**src/rtl/fetch_if.sv**
```systemverilog
// fetch_if: control, instruction-memory and downstream word handshake bundle for fetch_unit
interface fetch_if #(parameter int PC_W = 16);
  logic run;
  logic load_en;
  logic [PC_W-1:0] load_addr;
  logic mem_req;
  logic [PC_W-1:0] mem_addr;
  logic mem_ack;
  logic [31:0] mem_data;
  logic [31:0] word_out;
  logic word_valid;
  logic word_ready;
  logic [PC_W-1:0] pc_out;
  modport master (
    input run, load_en, load_addr, mem_ack, mem_data, word_ready,
    output mem_req, mem_addr, word_out, word_valid, pc_out
  );
  modport slave (
    output run, load_en, load_addr, mem_ack, mem_data, word_ready,
    input mem_req, mem_addr, word_out, word_valid, pc_out
  );
endinterface

```
**src/rtl/fetch_unit.sv**
```systemverilog
// fetch_unit: PC-driven instruction fetch with req/ack memory side and valid/ready word output
module fetch_unit #(
  parameter int PC_W = 16,
  parameter logic [PC_W-1:0] RESET_PC = '0,
  parameter int PC_STEP = 1
) (
  input logic clk,
  input logic rst,
  fetch_if.master bus
);
  typedef enum logic [1:0] {IDLE, FETCH, HOLD} state_t;
  state_t state, next_state;
  logic [PC_W-1:0] pc;
  logic [31:0] word;
  logic take;
  // next state: a jump always returns to IDLE so the old request/word is dropped
  always_comb begin
    take = (state == FETCH) && bus.mem_ack && !bus.load_en;
    next_state = bus.load_en ? IDLE :
                 (state == IDLE && bus.run) ? FETCH :
                 (state == FETCH && bus.mem_ack) ? HOLD :
                 (state == HOLD && bus.word_ready) ? (bus.run ? FETCH : IDLE) :
                 state;
  end
  // state, program counter and captured word
  always_ff @(posedge clk or posedge rst) begin
    if (rst) begin
      state <= IDLE;
      pc <= RESET_PC;
      word <= '0;
    end else begin
      state <= next_state;
      pc <= bus.load_en ? bus.load_addr : take ? pc + PC_W'(PC_STEP) : pc;
      if (take) word <= bus.mem_data;
    end
  end
  assign bus.mem_req = state == FETCH;
  assign bus.mem_addr = pc;
  assign bus.word_valid = state == HOLD;
  assign bus.word_out = word;
  assign bus.pc_out = pc;
endmodule

```
**src/flat_wrapper.sv**
```systemverilog
// flat-port wrapper written by rule: the top's interface ports become plain ports
module fetch_unit_flat 
#(
  parameter int PC_W = 16,
  parameter logic [PC_W-1:0] RESET_PC = '0,
  parameter int PC_STEP = 1
)
  (clk, rst, bus_run, bus_load_en, bus_load_addr, bus_mem_ack, bus_mem_data, bus_word_ready, bus_mem_req, bus_mem_addr, bus_word_out, bus_word_valid, bus_pc_out);
  fetch_if #(.PC_W(PC_W)) bus_i ();
  input logic clk;
  input logic rst;
  input wire logic [$bits(bus_i.run)-1:0] bus_run;
  input wire logic [$bits(bus_i.load_en)-1:0] bus_load_en;
  input wire logic [$bits(bus_i.load_addr)-1:0] bus_load_addr;
  input wire logic [$bits(bus_i.mem_ack)-1:0] bus_mem_ack;
  input wire logic [$bits(bus_i.mem_data)-1:0] bus_mem_data;
  input wire logic [$bits(bus_i.word_ready)-1:0] bus_word_ready;
  output wire logic [$bits(bus_i.mem_req)-1:0] bus_mem_req;
  output wire logic [$bits(bus_i.mem_addr)-1:0] bus_mem_addr;
  output wire logic [$bits(bus_i.word_out)-1:0] bus_word_out;
  output wire logic [$bits(bus_i.word_valid)-1:0] bus_word_valid;
  output wire logic [$bits(bus_i.pc_out)-1:0] bus_pc_out;
  assign bus_i.run = bus_run;
  assign bus_i.load_en = bus_load_en;
  assign bus_i.load_addr = bus_load_addr;
  assign bus_i.mem_ack = bus_mem_ack;
  assign bus_i.mem_data = bus_mem_data;
  assign bus_i.word_ready = bus_word_ready;
  assign bus_mem_req = bus_i.mem_req;
  assign bus_mem_addr = bus_i.mem_addr;
  assign bus_word_out = bus_i.word_out;
  assign bus_word_valid = bus_i.word_valid;
  assign bus_pc_out = bus_i.pc_out;
  fetch_unit #(.PC_W(PC_W), .RESET_PC(RESET_PC), .PC_STEP(PC_STEP)) u_core (.clk(clk), .rst(rst), .bus(bus_i));
endmodule
```
**config.mk**
```make
export PLATFORM = sky130hd
export DESIGN_NAME = fetch_unit_flat
export DESIGN_NICKNAME = d
export VERILOG_FILES = /design/src/rtl/fetch_if.sv /design/src/rtl/fetch_unit.sv /design/src/flat_wrapper.sv
export SDC_FILE = /design/constraint.sdc
export NUM_CORES = 1
export LEC_CHECK = 0
export CORE_MARGIN = 2
export CORE_UTILIZATION = 44
export CTS_BUF_LIST = sky130_fd_sc_hd__clkbuf_4 sky130_fd_sc_hd__clkbuf_8
export DETAILED_ROUTE_END_ITERATION = 7
export GPL_TIMING_DRIVEN = 0
export PLACE_DENSITY = 0.95
export SETUP_SLACK_MARGIN = 0.1
export SLEW_MARGIN = 20
export SYNTH_ARGS = -nofsm -noshare
export SYNTH_HDL_FRONTEND = slang
export SYNTH_SLANG_ARGS = --single-unit
```
**constraint.sdc**
```tcl
create_clock -name clk -period 3.5 [get_ports clk]
set_input_delay 0.525 -clock clk [delete_from_list [all_inputs] [get_ports clk]]
set_output_delay 0.525 -clock clk [all_outputs]
set_load 0.02 [all_outputs]
```
# ---- Word level (Yosys, flattened, before mapping)
# Cells that the tools add are included.
dict set report op_classes {
  addsub 1
  eq_ne 2
  n_mux 7
  reduce_logical 8
}
# operator n
set op_table {}
lappend op_table {{2-to-1 mux 16 bit} 2}
lappend op_table {{adder 16 x 1 -> 16 bit (second input constant)} 1}
lappend op_table {{2-to-1 mux 2 bit} 4}
lappend op_table {{logical AND 1 bit} 4}
lappend op_table {{nonzero test 4 bit} 1}
lappend op_table {{equality test 2 x 1 -> 1 bit (second input constant)} 1}
lappend op_table {{equality test 2 bit (second input constant)} 1}
lappend op_table {{logical NOT 2 bit} 1}
lappend op_table {{nonzero test 2 bit} 1}
lappend op_table {{logical NOT 1 bit} 1}
lappend op_table {{2-to-1 mux 1 bit} 1}
dict set report totals {
  regBits 50
  in_bits 54
  output_inout_bits 66
  wordCells 21
}

# ---- Depth between registers and ports, before layout
# Gate-level depths: netlist (run 1).
dict set report logic_depth {
  ltp_word 6
  mapped_depth 6
}

# ---- Worst setup path before layout (run 1)
# OpenSTA, ideal clock, no wires.
dict set report synth_timing {
  path_kind {register -> register}
  startpoint {register u_core.pc[2] (netlist: u_core.bus.mem_addr[2])}
  endpoint {register u_core.pc[11] (netlist: u_core.bus.mem_addr[11])}
  arrival_ns 1.603
  t_required_ns 3.418
  slack_ns 1.815
  stages_incl_launch_ff 5
  path_cell_list {dfrtp_1 -> nand4b_4 -> or2_0 -> or4_1 -> a31oi_1}
}
dict set report synth_between {
  elab_chain_len 3
}
# element line
set synth_rtl {}
lappend synth_rtl {{from (decl)} fetch_unit.sv:13} ;# logic [PC_W-1:0] pc;
lappend synth_rtl {{from (signal assigned)} fetch_unit.sv:33} ;# pc <= bus.load_en ? bus.load_addr : take ? pc + PC_W'(PC_STEP) : pc;
lappend synth_rtl {{adder 16 x 1 -> 16 bit} fetch_unit.sv:33}
lappend synth_rtl {{2-to-1 mux 16 bit (2 in series)} fetch_unit.sv:33}
# Every way passes these cells. The select of a mux whose other input is x is not followed.
# A chain may end at the register's enable or synchronous reset.

# ---- Worst setup path in the final report (run 1)
dict set report layout_timing {
  startpoint {register u_core.state[0]}
  endpoint {output port bus_word_valid}
}
dict set report layout_between {
  elab_chain_len 1
}
# element line
set layout_rtl {}
lappend layout_rtl {{from (decl)} fetch_unit.sv:12} ;# state_t state, next_state;
lappend layout_rtl {{from (signal assigned)} fetch_unit.sv:32} ;# state <= next_state;
lappend layout_rtl {{equality test 2 bit} fetch_unit.sv:39} ;# assign bus.word_valid = state == HOLD;
lappend layout_rtl {{to (decl)} flat_wrapper.sv:21} ;# output wire logic [$bits(bus_i.word_valid)-1:0] bus_word_valid;
# Every way passes these cells.

==> summary by stage, run 1 <==
STA
The number of hold violations in the final report is 0. Setup repair after global routing left no endpoint under its margin. The slew of the pin with the lowest slew margin is 552 ps.

The number of slew-limit violations in the final report is 0. The worst clock skew is 8.47 ps. Setup violations remaining at the end of the flow were counted as 0. The worst path uses 59.7% of the clock period.

The setup TNS is 0 ps. The final period demand of the worst path is 2090 ps. The maximum clock frequency is 0.479 GHz. Measured against its own limit, the worst slew margin works out to 63.2%. Hold timing on the final database bottoms out at a slack of 492 ps.

Synth
During synthesis, Yosys emitted a total of 0 warnings. The netlist uses 35 different library cells. The gate count after technology mapping is 202. Counting every net in the synthesized netlist gives 257. The mean post-synth cell area is 11.5 µm². Of the synthesized area, sequential elements account for 53.7%.

The register bit total from synthesis is 50. The total standard cell area after synthesis is 0.00233 mm².

Floorplanning
The I/O pin count is 120. The row count is 26. The overall die width is 76.8 µm. The placeable core area is 0.00511 mm². The height of the die is 76.8 µm.

Once the floorplan was initialized, standard cells occupied 45.6% of the core. The die covers 0.00590 mm².

Clock tree
The clock transition at the register clock pins on the worst setup and hold paths after CTS is 90 ps. Clock tree synthesis selected as its root buffer the cell clkbuf_8. The H-tree was split into 2 levels. The total setup buffers inserted after CTS is 0.

The total of hold buffers inserted after clock tree synthesis is 0. The number of cells upsized or downsized after cts is 0. The TritonCTS buffer count is 5. In this run the deepest clock path goes through 2 buffers. The number of clock sinks is 50. Clock latency on the worst-skew pair, taken at its later pin, is 300 ps. The CTS tree is built.

Worst setup path
The worst reg-to-reg path cell count is 4. The number of buffers and inverters on the critical path is 1. The kind of critical path is flop to primary output.

The worst register-to-register path begins at u_core.bus.mem_addr[5]. The kind of capture point of the worst setup path is a primary output. The arrival time at the worst endpoint is 1560 ps. The count of cell instances traversed by the critical path is 2. In this run the critical register-to-register path is captured at u_core.bus.mem_addr[14]. The kind of cell with the highest combined delay along the critical path is buffers and inverters. The worst endpoint required time is 2970 ps. STA classifies the critical path startpoint as a flop. For flop-to-flop paths, the worst setup slack is 1690 ps. In this run the worst path has a maximum fanout of 6.

In this design, the stage delay of the slowest critical-path cell is 590 ps. For this design, the slowest cell found on the critical path is clkdlybuf4s50_1. The signal on the critical path passes through and2b_1, clkdlybuf4s50_1.

Cells and area
The commonest non-fill, non-tap cell in the layout is clkdlybuf4s50_1. The number of cells in the finished layout apart from fillers is 400. The synthesis-to-finish area growth is 59.8%. The final-stage net count is 384. In the final layout, the multi-input gates occupy 890 µm². The area of all placed cells without fillers is 0.00372 mm². The number of antenna diodes is 0. The post-route netlist has 19.4% of its cells at a drive strength greater than 1. Summing all flip-flop and latch instances after layout gives 0.00125 mm². The filler cells instantiated in the layout total 381. In the layout the commonest cells are 119 x clkdlybuf4s50_1, 50 x dfrtp_1, 31 x mux2_2.

Power and ir drop
The design draws 1.90 mW. In this run the power density over the cells is 509 mW/mm². For this design the static power due to leakage is 1.56 nW. Across the VDD grid, the largest voltage drop is 0.000232 V.

Detailed routing
The routed wirelength normalized by instance count is 15.1 µm. For this block, the routed nets add up to 6020 µm of wire. Using the TritonRoute via totals, the vias-per-cell ratio works out to 4.89. For this block, the initial DRC count from the detailed router was 84. The number of design rule violations left after detail routing is 0. The pre-antenna-repair detailed-routing pass consisted of 5 iterations.

The detailed-route via count is 1954. Once detail routing completed, the nets flagged for antenna violations numbered 0.

Min path
The worst hold path belongs to the class flop to flop. In this run the most critical hold path is launched from u_core.bus.word_out[20]. Along the worst hold path, the cell count comes to 1. The path with the worst hold slack has its endpoint at u_core.bus.word_out[20].

Place
The HPWL after detailed placement is 4730 µm. At the end of routability-driven placement, the weighted congestion stood at 0.756. Buffers placed on the I/O ports in this run total 119. The cell count after placement is 392. The post-placement cell area is 0.00363 mm².

GRT
The first-pass GRT wire length is 9940 µm. The overall global routing resource usage is 20.9%. The initial antenna violation count is 0. The via count of the first global-routing pass is 2013.

The aggregate global routing overflow is 0. The largest net degree at the start of global routing is 27.

Flow run
Across the run, the number of max-cap violations was 0.

Run status
The run finished with clean final reports.
cell families after synthesis:
| family | synth area share, % |
|---|---|
| xor gates and xnor gates | 3.76 |
| and+or+nand+nor | 12.5 |
| adders and majority gates | 0.537 |
| buffers and inverters | 8.16 |
| AOI/OAI and AO/OA | 5.48 |
| DFF | 53.7 |
| muxes | 15.9 |
state kept, by name (all words and copies together) (netlist names):
register             cells
u_core.state             2
u_core.bus.word_out     32
u_core.bus.mem_addr     16
power breakdown:
part           leakage [nW]  internal, mW  total [mW]  switching (mW)
sequential            0.600         0.705       0.789          0.0842
clock                0.0472         0.159       0.344           0.185
combinational         0.911         0.423       0.763           0.340
total                  1.56          1.29        1.90           0.609
area by class of cell:
cell class	instances	share of cell area, %
sequential	50	33.6
timing repair buffer	120	32.5
multi-input combinational	121	23.9
buffer	24	4.40
tap	70	2.35
clock buffer	6	2.22
inverter	7	0.705
clock inverter	2	0.336
metrics by stage:
stage          utilization, %  setup WS [ps]
2_1_floorplan               -           1770
3_3_place_gp             70.7            852
3_5_place_dp             71.1           1090
4_1_cts                  72.9           1390
5_1_grt                  72.9           1290
6_report                 72.9           1410
worst max-delay path by stage:
stage                          startpoint                       to
after floorplan                       rst   u_core.bus.mem_addr[0]
after global placement                rst          u_core.state[1]
after detailed placement      bus_mem_ack   u_core.bus.word_out[2]
after CTS                 u_core.state[0]           bus_word_valid
after global routing          bus_mem_ack  u_core.bus.word_out[24]
final                     u_core.state[0]           bus_word_valid
routing by layer:
metal,GRT usage (%),up-vias,share of wire (%)
met5,0,-,0
met4,6.36,0,1.9
met3,4.82,13,7.6
met2,36.6,93,50
met1,25.6,913,40
li1,-,935,-
cells in the mapped netlist (all sizes together):
cell type,count,area (µm²)
inv,7,26.3
nor4,2,12.5
and3b,1,8.76
o31ai,1,7.51
a21oi,2,10.0
and2b,1,7.51
nor3,6,30.0
or4,1,7.51
and3,1,6.26
xor2,2,17.5
a31o,1,8.76
nand2,19,71.3
ha,1,12.5
nand4b,1,23.8
nor2,7,26.3
or2,1,6.26
nand3,4,20.0
a211o,1,8.76
nand2b,2,12.5
xnor2,8,70.1
nand4,5,31.3
dfrtp,50,1250
o21ai,13,65.1
o31a,1,8.76
or3,1,6.26
a31oi,3,18.8
clkbuf,3,11.3
and4,1,8.76
and2,1,6.26
buf,21,153
mux2i,1,10.0
nor2b,1,6.26
mux2,32,360
Power figures use the tool's default switching activity.
==> run 2: changes to the inputs <==
Settings changed: CORE_UTILIZATION 44 to 41, PLACE_DENSITY 0.95 to 0.94.
Clock period 3.5 ns to 2.1 ns, I/O delays scaled along.
==> run 2 against run 1 <==
Compared with the run above: setup slack got worse by 1200 ps; count of clock-buffer cells in the layout unchanged; combinational power up 65%; critical path depth did not move; total power increased by 64%; routed wire length down 6.2%; clock skew shrank 2.6 ps; critical endpoint unchanged; first-iteration DRC count shrank 55%; die area grew 6.9%; utilization is 5.5 points lower; sequential share of layout area is 0.091 points higher.
==> summary by stage, run 2 (same netlist as run 1, synthesis figures left out) <==
Run status
The flow ran to the end, and the final reports show no timing, DRC or antenna violations.

Floorplanning
The I/O pin count is 120 (unchanged). The initial core utilization is 42.3% (-3.3 points). The height of the die is 79.4 µm (+3.4%). The row count is 27 (+3.8%). The placeable core area was 0.00551 mm² (+7.8%). The overall die width is 79.4 µm (+3.4%).

The floorplan die area was 0.00630 mm² (+6.9%).

Worst setup path
The arrival time at the worst endpoint was 1580 ps (+20 ps). The peak per-stage delay on the critical path is 600 ps (about the same). STA classifies the critical path startpoint as a flop.

The largest fanout on the critical path is 6 (unchanged). The kind of capture point of the worst setup path is a primary output. Traced cell by cell, the critical path runs through and2b_1, clkdlybuf4s50_1. The worst endpoint required time is 1780 ps (-1190 ps). The kind of critical path is flop to primary output. The slowest stage of the critical path belongs to the cell clkdlybuf4s50_1. The cell family contributing the most delay on the critical path is buffers and inverters. The sum of buffers and inverters on the critical path is 1 (unchanged).

Power and ir drop
The ratio of total power to cell area was 838 mW/mm² (+65%). The power consumption was 3.11 mW (+64%). The worst ir drop on vdd is 0.000449 V (+94%). The leakage component of the power is 1.55 nW (-0.26%).

GRT
The met2 capacity usage during global routing is 33.7% (-2.9 points). The overall global routing resource usage is 18.7% (-2.2 points). The largest net degree at the start of global routing is 27 (unchanged). The aggregate global routing overflow is 0 (unchanged). The busiest layer in global routing is met2.

The first-pass GRT wire length is 9180 µm (-7.6%). The met3 track demand over resource is 4.64% (-0.19 points). The via count of the first global-routing pass is 1964 (-2.4%). The initial antenna violation count was 0 (unchanged). The met1 usage in global routing is 22.0% (-3.6 points).

Clock tree
The TritonCTS buffer count came to 5 (unchanged). The number of cells upsized or downsized after cts is 0 (unchanged). The clock transition at the register clock pins on the worst setup and hold paths after CTS is 80 ps (about the same). CTS placed an instance of clkbuf_8 at the clock tree root. The total setup buffers inserted after CTS was 0 (unchanged). The insertion delay to the later sink of the worst-skew pair came to 300 ps (about the same). The CTS tree is built.

The number of H-tree branching levels is 2 (unchanged). The number of clock sinks came to 50 (unchanged). The total of hold buffers inserted after clock tree synthesis is 0 (unchanged).

The maximum clock insertion buffer count was 2 (unchanged).

Flow run
The max-cap violation count is 0 (unchanged).

STA
The slew of the pin with the lowest slew margin came to 549 ps (-2.28 ps). For the finished layout, the period the worst path requires is 1890 ps. The worst clock skew was 5.86 ps (-2.61 ps). The number of hold violations in the final report is 0 (unchanged).

The final setup violation count is 0 (unchanged). The post-route fraction of the period consumed by the critical path is 90.2%. The final hold slack came to 399 ps (-93.3 ps). The setup TNS is 0 ps (unchanged). The final worst slack is 207 ps (-1200 ps). Setup repair after global routing left no endpoint under its margin. The number of slew-limit violations in the final report is 0 (unchanged). The normalized max-slew margin is 63.3% (+0.15 points). The maximum clock frequency is 0.528 GHz.

Cells and area
The area growth from synthesis to layout is 59.4%. The commonest non-fill, non-tap cell in the layout is clkdlybuf4s50_1. The share of cells above drive strength 1 is 18.9% (-0.49 points). The number of antenna diodes is 0 (unchanged). The library cells used most frequently in the layout, excluding fill and tap cells, are 119 x clkdlybuf4s50_1, 50 x dfrtp_1, 31 x mux2_2. The area of combinational cells with multiple inputs is 890 µm² (unchanged).

The area taken by flip-flops and latches is 0.00125 mm² (unchanged). The number of flip-flops in the largest register is 32 (unchanged). The number of fillers in the final layout is 423 (+11%). The final-stage net count was 384 (unchanged). The number of cells in the finished layout apart from fillers is 400 (unchanged).

Place
The cell count after placement is 394 (+0.51%). The detailed-placement wirelength estimate was 4530 µm (-4.3%). The setup slack at placement is -67.6 ps (-1160 ps). The count of port buffers added during placement was 119 (unchanged). The placer congestion estimate is 0.774 (+2.4%).

Detailed routing
The remaining antenna violation count after routing is 0 (unchanged). The vias per cell is 4.90 (+0.26%). The number of design rule violations left after detail routing came to 0 (unchanged). The total wire length after detailed routing is 5650 µm (-6.2%). The detailed-route via count came to 1959 (+0.26%). The number of iterations in the first detailed-routing pass was 4 (-1). The routed wirelength normalized by instance count is 14.1 µm (-6.2%).

The violation count after the first detailed-route iteration is 38 (-55%).

Min path
The path type of the worst min-delay path is input pin to async pin.
[run 2: cell count changes in the layout (fill, tap and decap cells not counted)]
cell,before,now
clkinv_2,1,0
clkinvlp_4,1,0
[run 2: area by class of cell]
cell class              instances  share of cell area [%]
repair buffers                120                    32.6
clock buffers                   6                    2.22
inverters                       7                   0.707
multi-input cells             121                    23.9
flip-flops and latches         50                    33.7
well taps                      72                    2.43
plain buffers                  24                    4.41
[run 2: through the flow]
| stage | cell area, µm² | util, % |
|---|---|---|
| after floorplan | 2330 | - |
| after CTS | 3710 | 67.5 |
| after global routing | 3710 | 67.5 |
| after detailed placement | 3630 | 66.0 |
| final | 3710 | 67.5 |
| after global placement | 3610 | 65.6 |
[run 2: final timing paths]
path,end,cells past startpoint,startpoint,slack [ps]
min in group clk,u_core.bus.word_out[14],1,u_core.bus.word_out[14],510
setup / recovery,bus_word_valid,2,u_core.state[0],210
hold reg to reg,u_core.bus.word_out[14],1,u_core.bus.word_out[14],510
hold / removal,u_core.bus.word_out[21],2,rst,400
setup reg to reg,u_core.bus.mem_addr[14],4,u_core.bus.mem_addr[4],260
max in group asynchronous,u_core.state[0],3,rst,1190
[run 2: worst register-to-register path, stage by stage (launching register included)]
cell and delay [ps]:
dfrtp_1 460, nand4_1 300, nor3_1 480, nor2_1 100
or3_1 370
[run 2: routing by layer]
layer  routed length (µm)  part of all wire (%)
met1                 2230                    39
met5                    0                     0
met4                   66                   1.2
met2                 2910                    52
met3                  438                   7.8
[run 2: power breakdown]
part | switching (mW) | total, mW | internal, mW
logic | 0.551 | 1.26 | 0.705
registers | 0.143 | 1.32 | 1.17
clock network | 0.283 | 0.538 | 0.254
total | 0.977 | 3.11 | 2.13
